## src/rtl/intra_angle_param_gen_if.sv

```systemverilog
// Command/beat bundle for the intra angle parameter generator.
// The slave modport is the generator side; the master modport is the
// command producer plus the downstream beat consumer.
interface intra_angle_param_gen_if #(
    parameter int MAX_LOG2_SIZE = 5,
    parameter int IDX_W         = MAX_LOG2_SIZE + 2
);
    logic                          in_valid;
    logic                          in_ready;
    logic [5:0]                    in_mode;
    logic [2:0]                    in_log2size;
    logic                          out_valid;
    logic                          out_ready;
    logic [MAX_LOG2_SIZE-1:0]      out_row;
    logic signed [IDX_W-1:0]       out_idx;
    logic [4:0]                    out_fact;
    logic signed [6:0]             out_angle;
    logic signed [12:0]            out_inv_angle;
    logic                          out_is_ver;
    logic                          out_is_ang;
    logic                          out_last;

    modport master (
        output in_valid, in_mode, in_log2size, out_ready,
        input  in_ready, out_valid, out_row, out_idx, out_fact, out_angle,
               out_inv_angle, out_is_ver, out_is_ang, out_last
    );

    modport slave (
        input  in_valid, in_mode, in_log2size, out_ready,
        output in_ready, out_valid, out_row, out_idx, out_fact, out_angle,
               out_inv_angle, out_is_ver, out_is_ang, out_last
    );
endinterface

```

## src/rtl/intra_angle_param_gen.sv

```systemverilog
// Intra angle parameter generator: accepts one (mode, size) command and
// streams one beat per prediction row/column carrying iIdx, iFact, the intra
// angle and the inverse angle. Positions are accumulated, not multiplied.
module intra_angle_param_gen #(
    parameter int MAX_LOG2_SIZE = 5,
    parameter int IDX_W         = MAX_LOG2_SIZE + 2,
    parameter int POS_W         = MAX_LOG2_SIZE + 7
) (
    input  logic                   clk,
    input  logic                   rst,
    intra_angle_param_gen_if.slave bus
);

    typedef enum logic [0:0] {
        S_IDLE = 1'b0,
        S_RUN  = 1'b1
    } state_t;

    localparam logic [2:0]             MAX_L2 = 3'(MAX_LOG2_SIZE);
    localparam logic [MAX_LOG2_SIZE:0] N_ONE  = {{MAX_LOG2_SIZE{1'b0}}, 1'b1};

    // Angle magnitude for |angleIdx| 0..8.
    function automatic logic [5:0] angle_mag(input logic [6:0] a);
        case (a)
            7'd0:    angle_mag = 6'd0;
            7'd1:    angle_mag = 6'd2;
            7'd2:    angle_mag = 6'd5;
            7'd3:    angle_mag = 6'd9;
            7'd4:    angle_mag = 6'd13;
            7'd5:    angle_mag = 6'd17;
            7'd6:    angle_mag = 6'd21;
            7'd7:    angle_mag = 6'd26;
            7'd8:    angle_mag = 6'd32;
            default: angle_mag = 6'd0;
        endcase
    endfunction

    // Inverse angle for a negative angle of the given magnitude.
    function automatic logic signed [12:0] inv_of_mag(input logic [5:0] m);
        case (m)
            6'd2:    inv_of_mag = 13'sh1000;      // -4096
            6'd5:    inv_of_mag = -13'sd1638;
            6'd9:    inv_of_mag = -13'sd910;
            6'd13:   inv_of_mag = -13'sd630;
            6'd17:   inv_of_mag = -13'sd482;
            6'd21:   inv_of_mag = -13'sd390;
            6'd26:   inv_of_mag = -13'sd315;
            6'd32:   inv_of_mag = -13'sd256;
            default: inv_of_mag = 13'sd0;
        endcase
    endfunction

    state_t                      state_r, state_s;
    logic [MAX_LOG2_SIZE-1:0]    row_r, nm1_r, row_inc_s, nm1_s;
    logic signed [POS_W-1:0]     pos_r;
    logic signed [6:0]           angle_r, angle_s, aidx_s;
    logic signed [12:0]          inv_r, inv_s;
    logic                        ver_r, ang_r, last_r, ver_s, ang_s;
    logic [5:0]                  mode_s, mag_s;
    logic [6:0]                  aabs_s;
    logic [2:0]                  l2_s;
    logic [MAX_LOG2_SIZE:0]      n_s;
    logic                        in_ready_s, accept_s, fire_s;

    assign in_ready_s = (state_r == S_IDLE) && !rst;
    assign accept_s   = bus.in_valid && in_ready_s;
    assign fire_s     = (state_r == S_RUN) && bus.out_ready;
    assign row_inc_s  = row_r + {{(MAX_LOG2_SIZE-1){1'b0}}, 1'b1};

    // Decode the incoming mode into class, angle and inverse angle.
    always_comb begin
        mode_s = (bus.in_mode > 6'd34) ? 6'd0 : bus.in_mode;
        ver_s  = 1'b0;
        ang_s  = 1'b0;
        aidx_s = 7'sd0;
        if (mode_s < 6'd2) begin
            ver_s  = 1'b0;
            ang_s  = 1'b0;
            aidx_s = 7'sd0;
        end else if (mode_s < 6'd18) begin
            ang_s  = 1'b1;
            aidx_s = 7'sd10 - $signed({1'b0, mode_s});
        end else begin
            ver_s  = 1'b1;
            ang_s  = 1'b1;
            aidx_s = $signed({1'b0, mode_s}) - 7'sd26;
        end
        aabs_s  = aidx_s[6] ? 7'(-aidx_s) : 7'(aidx_s);
        mag_s   = angle_mag(aabs_s);
        angle_s = aidx_s[6] ? -$signed({1'b0, mag_s}) : $signed({1'b0, mag_s});
        inv_s   = aidx_s[6] ? inv_of_mag(mag_s) : 13'sd0;
    end

    // Clamp the requested size and derive N-1.
    always_comb begin
        if (bus.in_log2size < 3'd2) begin
            l2_s = 3'd2;
        end else if (bus.in_log2size > MAX_L2) begin
            l2_s = MAX_L2;
        end else begin
            l2_s = bus.in_log2size;
        end
        n_s   = N_ONE << l2_s;
        nm1_s = MAX_LOG2_SIZE'(n_s - N_ONE);
    end

    // FSM state register.
    always_ff @(posedge clk) begin
        if (rst) begin
            state_r <= S_IDLE;
        end else begin
            state_r <= state_s;
        end
    end

    // FSM next-state logic.
    always_comb begin
        state_s = state_r;
        case (state_r)
            S_IDLE: begin
                if (accept_s) state_s = S_RUN;
                else          state_s = S_IDLE;
            end
            S_RUN: begin
                if (fire_s && last_r) state_s = S_IDLE;
                else                  state_s = S_RUN;
            end
            default: state_s = S_IDLE;
        endcase
    end

    // Command capture and per-beat row/position advance.
    always_ff @(posedge clk) begin
        if (rst) begin
            row_r   <= {MAX_LOG2_SIZE{1'b0}};
            nm1_r   <= {MAX_LOG2_SIZE{1'b0}};
            pos_r   <= {POS_W{1'b0}};
            angle_r <= 7'sd0;
            inv_r   <= 13'sd0;
            ver_r   <= 1'b0;
            ang_r   <= 1'b0;
            last_r  <= 1'b0;
        end else if (accept_s) begin
            row_r   <= {MAX_LOG2_SIZE{1'b0}};
            nm1_r   <= nm1_s;
            pos_r   <= {{(POS_W-7){angle_s[6]}}, angle_s};
            angle_r <= angle_s;
            inv_r   <= inv_s;
            ver_r   <= ver_s;
            ang_r   <= ang_s;
            last_r  <= (nm1_s == {MAX_LOG2_SIZE{1'b0}});
        end else if (fire_s && !last_r) begin
            row_r  <= row_inc_s;
            pos_r  <= pos_r + {{(POS_W-7){angle_r[6]}}, angle_r};
            last_r <= (row_inc_s == nm1_r);
        end else if (fire_s) begin
            // final handshake: drop last, data fields hold their values
            last_r <= 1'b0;
        end else begin
            last_r <= last_r;
        end
    end

    assign bus.in_ready      = in_ready_s;
    assign bus.out_valid     = (state_r == S_RUN);
    assign bus.out_row       = row_r;
    assign bus.out_idx       = IDX_W'(pos_r >>> 5);
    assign bus.out_fact      = pos_r[4:0];
    assign bus.out_angle     = angle_r;
    assign bus.out_inv_angle = inv_r;
    assign bus.out_is_ver    = ver_r;
    assign bus.out_is_ang    = ang_r;
    assign bus.out_last      = last_r;

endmodule
```

## src/flat_wrapper.sv

```systemverilog
// flat-port wrapper written by rule: the top's interface ports become plain ports
module intra_angle_param_gen_flat 
#(
    parameter int MAX_LOG2_SIZE = 5,
    parameter int IDX_W         = MAX_LOG2_SIZE + 2,
    parameter int POS_W         = MAX_LOG2_SIZE + 7
)
  (clk, rst, bus_in_valid, bus_in_mode, bus_in_log2size, bus_out_ready, bus_in_ready, bus_out_valid, bus_out_row, bus_out_idx, bus_out_fact, bus_out_angle, bus_out_inv_angle, bus_out_is_ver, bus_out_is_ang, bus_out_last);
  intra_angle_param_gen_if #(.MAX_LOG2_SIZE(MAX_LOG2_SIZE), .IDX_W(IDX_W)) bus_i ();
  input  logic clk;
  input  logic rst;
  input wire logic [$bits(bus_i.in_valid)-1:0] bus_in_valid;
  input wire logic [$bits(bus_i.in_mode)-1:0] bus_in_mode;
  input wire logic [$bits(bus_i.in_log2size)-1:0] bus_in_log2size;
  input wire logic [$bits(bus_i.out_ready)-1:0] bus_out_ready;
  output wire logic [$bits(bus_i.in_ready)-1:0] bus_in_ready;
  output wire logic [$bits(bus_i.out_valid)-1:0] bus_out_valid;
  output wire logic [$bits(bus_i.out_row)-1:0] bus_out_row;
  output wire logic [$bits(bus_i.out_idx)-1:0] bus_out_idx;
  output wire logic [$bits(bus_i.out_fact)-1:0] bus_out_fact;
  output wire logic [$bits(bus_i.out_angle)-1:0] bus_out_angle;
  output wire logic [$bits(bus_i.out_inv_angle)-1:0] bus_out_inv_angle;
  output wire logic [$bits(bus_i.out_is_ver)-1:0] bus_out_is_ver;
  output wire logic [$bits(bus_i.out_is_ang)-1:0] bus_out_is_ang;
  output wire logic [$bits(bus_i.out_last)-1:0] bus_out_last;
  assign bus_i.in_valid = bus_in_valid;
  assign bus_i.in_mode = bus_in_mode;
  assign bus_i.in_log2size = bus_in_log2size;
  assign bus_i.out_ready = bus_out_ready;
  assign bus_in_ready = bus_i.in_ready;
  assign bus_out_valid = bus_i.out_valid;
  assign bus_out_row = bus_i.out_row;
  assign bus_out_idx = bus_i.out_idx;
  assign bus_out_fact = bus_i.out_fact;
  assign bus_out_angle = bus_i.out_angle;
  assign bus_out_inv_angle = bus_i.out_inv_angle;
  assign bus_out_is_ver = bus_i.out_is_ver;
  assign bus_out_is_ang = bus_i.out_is_ang;
  assign bus_out_last = bus_i.out_last;
  intra_angle_param_gen #(.MAX_LOG2_SIZE(MAX_LOG2_SIZE), .IDX_W(IDX_W), .POS_W(POS_W)) u_core (.clk(clk), .rst(rst), .bus(bus_i));
endmodule
```

## config.mk

```make
export PLATFORM = sky130hd
export DESIGN_NAME = intra_angle_param_gen_flat
export DESIGN_NICKNAME = d
export VERILOG_FILES = /design/src/rtl/intra_angle_param_gen_if.sv /design/src/rtl/intra_angle_param_gen.sv /design/src/flat_wrapper.sv
export SDC_FILE = /design/constraint.sdc
export NUM_CORES = 1
export LEC_CHECK = 0
export BUFFER_PORTS_ARGS = -buffer_cell sky130_fd_sc_hd__buf_2
export CAP_MARGIN = 25
export CELL_PAD_IN_SITES_DETAIL_PLACEMENT = 1
export CELL_PAD_IN_SITES_GLOBAL_PLACEMENT = 2
export CORE_ASPECT_RATIO = 0.8
export CORE_MARGIN = 5
export CORE_UTILIZATION = 30
export DETAILED_ROUTE_END_ITERATION = 10
export GPL_TIMING_DRIVEN = 0
export PLACE_DENSITY = 0.81
export REMOVE_ABC_BUFFERS = 1
export SYNTH_ARGS = -nofsm -noshare
export SYNTH_HDL_FRONTEND = slang
export SYNTH_SLANG_ARGS = --single-unit
```

## constraint.sdc

```tcl
create_clock -name clk -period 5.4 [get_ports clk]
set_input_delay 0.54 -clock clk [delete_from_list [all_inputs] [get_ports clk]]
set_output_delay 0.54 -clock clk [all_outputs]
set_load 0.01 [all_outputs]
```

==> flow_summary.ini <==
[outcome]
status = complete, no violations

[die]
die_h_um = 106.8
initial_core_util_pct = 30.62
ios = 55
rows = 35
die_area_um2 = 13990
die_w_um = 131.0
core_area_um2 = 11470

[critical_path]
critPathMaxFanout = 13
endpoint = u_core.bus.out_inv_angle[5]
worst_path_max_delay_cell = or4_4
end_kind = flop
path_cells = buf_2 > or4_4 > nand2_1 > and2_1 > ha_1 > a21oi_1 > o21ai_0 > ha_2 > or4b_1 > o2bb2ai_2 > nor4_1 > a21oi_2 > nand2_2 > o211ai_1 > inv_1 > ha_1 > nand2_1 > a22oi_1 > a311oi_2 > o32ai_2 > a32oi_2 > buf_4 > o211ai_1
reg2reg_to = u_core.pos_r[10]
crit_required_ns = 5.56
arrival_ns = 5.23
cp-startpoint = bus_in_mode[4]
ff2ff_setup_slack_ns = 2.70
reg2reg_depth = 12
startpoint_type = input port
r2r_start = u_core.pos_r[0]
path_class = input port to flop
slowest_delay_ns = 0.57

[place]
gp_congestion = 0.9053
port_buffers = 54
hpwlAfterDp_um = 8196
place_area_um2 = 3882
placed_cells = 628

[synthesis]
synth_edf_count = 0
yosysWarnings = 0
syn_area_um2 = 3513
synth_commonest_cells = 58 x nand2_1, 46 x dfxtp_1, 30 x o21ai_0, 29 x nor2_1, 27 x ha_1
synthCells = 444
ys_ff_latch = 46
synth_seq_area_share_pct = 26.21
yosysMostFrequentCell = nand2_1
synth.avg_cell_area_um2 = 7.913
yosys.area.top_type = dfxtp_1
yosysTopAreaCellShare_pct = 26.21
synth.area.top_cells = dfxtp_1 26%, ha_1 9.6%, nand2_1 6.2%
synthDistinctLibCells = 69
ys_async_sr_fraction_pct = 0
ys.flop_type = dfxtp_1

[clocking]
htreeDepth = 2
clk_latency_ns = 0.29
numCtsBuffers = 5
root_buffer = clkbuf_16
cts_tree = built
cts_hold_buffers = 0
cts.sinks = 46
cts_buffer_depth = 2
clkTransAtPathRegs_ns = 0.06

[power]
ir_drop_uv = 138.6
leakagePower_nw = 1.789
powerDensity_nw_per_um2 = 233.5

[timing]
fmax_mhz = 197.4
tightest_slew_ns = 0.9374
rsz0062_at_grt = false
finalSetupTns_ns = 0
final_hold_viol_count = 0
finalClockSkew_ns = 0.008802
final_max_slew_viol_count = 0
maxSlewHeadroom_pct = 37.28
setup-violations-final = 0
finalCriticalPeriod_ns = 5.066
fin_crit_sh_pct = 93.82

[global_routing]
grt_usage_pct = 15.86
globalRouteMet2Util_pct = 23.84
grt_pass1_vias = 3411
top_usage_layer = met2
grt_pass1_wl_um = 17830
grt_max_degree = 28
met3_usage_pct = 3.436
grt_overflow = 0
antenna_found_initial = 0
grt_use_met1_pct = 23.21

[finish]
area_delta_synth_final_pct = 17.66
drive_gt1_share_pct = 18.66
stdcell_count = 641
fin_area_um2 = 4134
antenna_cells = 0
nets = 535

[detailed_routing]
dr.pass1.iters = 4
routedWlPerCell_um = 17.14
vias = 3429
drt-total-wl_um = 10980
ant_nets = 0
remaining_drc_errors = 0
drt_iter0_markers = 180
vias_per_cell = 5.349

[hold_path]
hold_path_class = flop to flop
hp-start = u_core.bus.out_inv_angle[9]

[flow_run]
maxCapViolCount = 0
## critical path: cells and delay by family
family	cells	cell delay, ns
fa+ha+maj	3	0.75
compound gates	10	1.85
buf+inv	3	0.43
simple gates	7	1.63
## cells by family (layout without fill, tap and decap cells)
kind of cell	after synthesis	count (layout)	share of synthesized area, %
xor gates and xnor gates	29	29	7.229
DFF	46	46	26.21
buffers and inverters	40	87	4.879
other	2	4	0.2138
muxes	9	9	3.063
adders and majority gates	28	28	10.19
and+or+nand+nor	164	164	23.40
AOI/OAI and AO/OA	126	126	24.82
## through the flow
stage | power, mW | utilization, % | worst slack, ns | hold WS, ns
3_5_place_dp | 0.6471 | 33.84 | -1.120 | 0.4429
4_1_cts | 0.9623 | 35.40 | 0.03460 | 0.4527
2_1_floorplan | 0.5599 | - | 0.1941 | 0.4525
3_3_place_gp | 0.6391 | 33.82 | -0.9572 | 0.4330
6_report | 0.9655 | 36.03 | 0.3336 | 0.4517
5_1_grt | 1.022 | 36.03 | 0.003517 | 0.4698
## worst min-delay path by stage
stage | cells after the start | endpoint | slack (ns)
6_report | 2 | u_core.bus.out_inv_angle[9] | 0.45
5_1_grt | 2 | u_core.bus.out_inv_angle[9] | 0.47
4_1_cts | 2 | u_core.bus.out_inv_angle[9] | 0.45
3_5_place_dp | 2 | u_core.bus.out_inv_angle[9] | 0.44
3_3_place_gp | 2 | u_core.bus.out_inv_angle[9] | 0.43
2_1_floorplan | 2 | u_core.nm1_r[0] | 0.45
## per-layer routing
layer	up-vias	wire [µm]
met5	-	0
met4	0	83
met3	7	432
met2	56	4769
met1	1655	5698
li1	1711	-
## where the power goes
| group | switching [mW] | internal (mW) | total, mW |
|---|---|---|---|
| combinational | 0.179 | 0.110 | 0.289 |
| sequential | 0.0148 | 0.355 | 0.370 |
| clock | 0.127 | 0.179 | 0.306 |
| total | 0.321 | 0.644 | 0.965 |
## timing repair
action	CTS	global route
buffers inserted	3	4
gates resized for setup	4	9
endpoints found under the hold margin	0	0
pin swaps	2	3
endpoints found under the setup margin	11	20
## sequential cells by signal, indices dropped and copies added, names as in the netlist
register,count
u_core.bus.out_inv_angle,13
u_core.pos_r,12
u_core.bus.out_angle,7
u_core.bus.out_row,5
u_core.nm1_r,5
u_core.bus.out_is_ang,1
u_core.bus.out_is_ver,1
u_core.bus.out_last,1
u_core.bus.out_valid,1
## placed cells by master (no fill, tap or decap), types with 10 or more instances in the layout
cell	n
a21oi_1	18
a31oi_1	11
buf_2	54
dfxtp_1	46
ha_1	26
inv_1	20
nand2_1	57
nand3_1	10
nor2_1	27
o21ai_0	30
xnor2_1	16
xor2_1	13
## area by class of cell
cell class	count	area [µm²]
fillers	1415	7340
multi-input cells	360	2491
flip-flops and latches	46	920.9
repair buffers	61	322.8
well taps	148	185.2
clock buffers	6	138.9
inverters	20	75.07
Power figures use the tool's default switching activity.
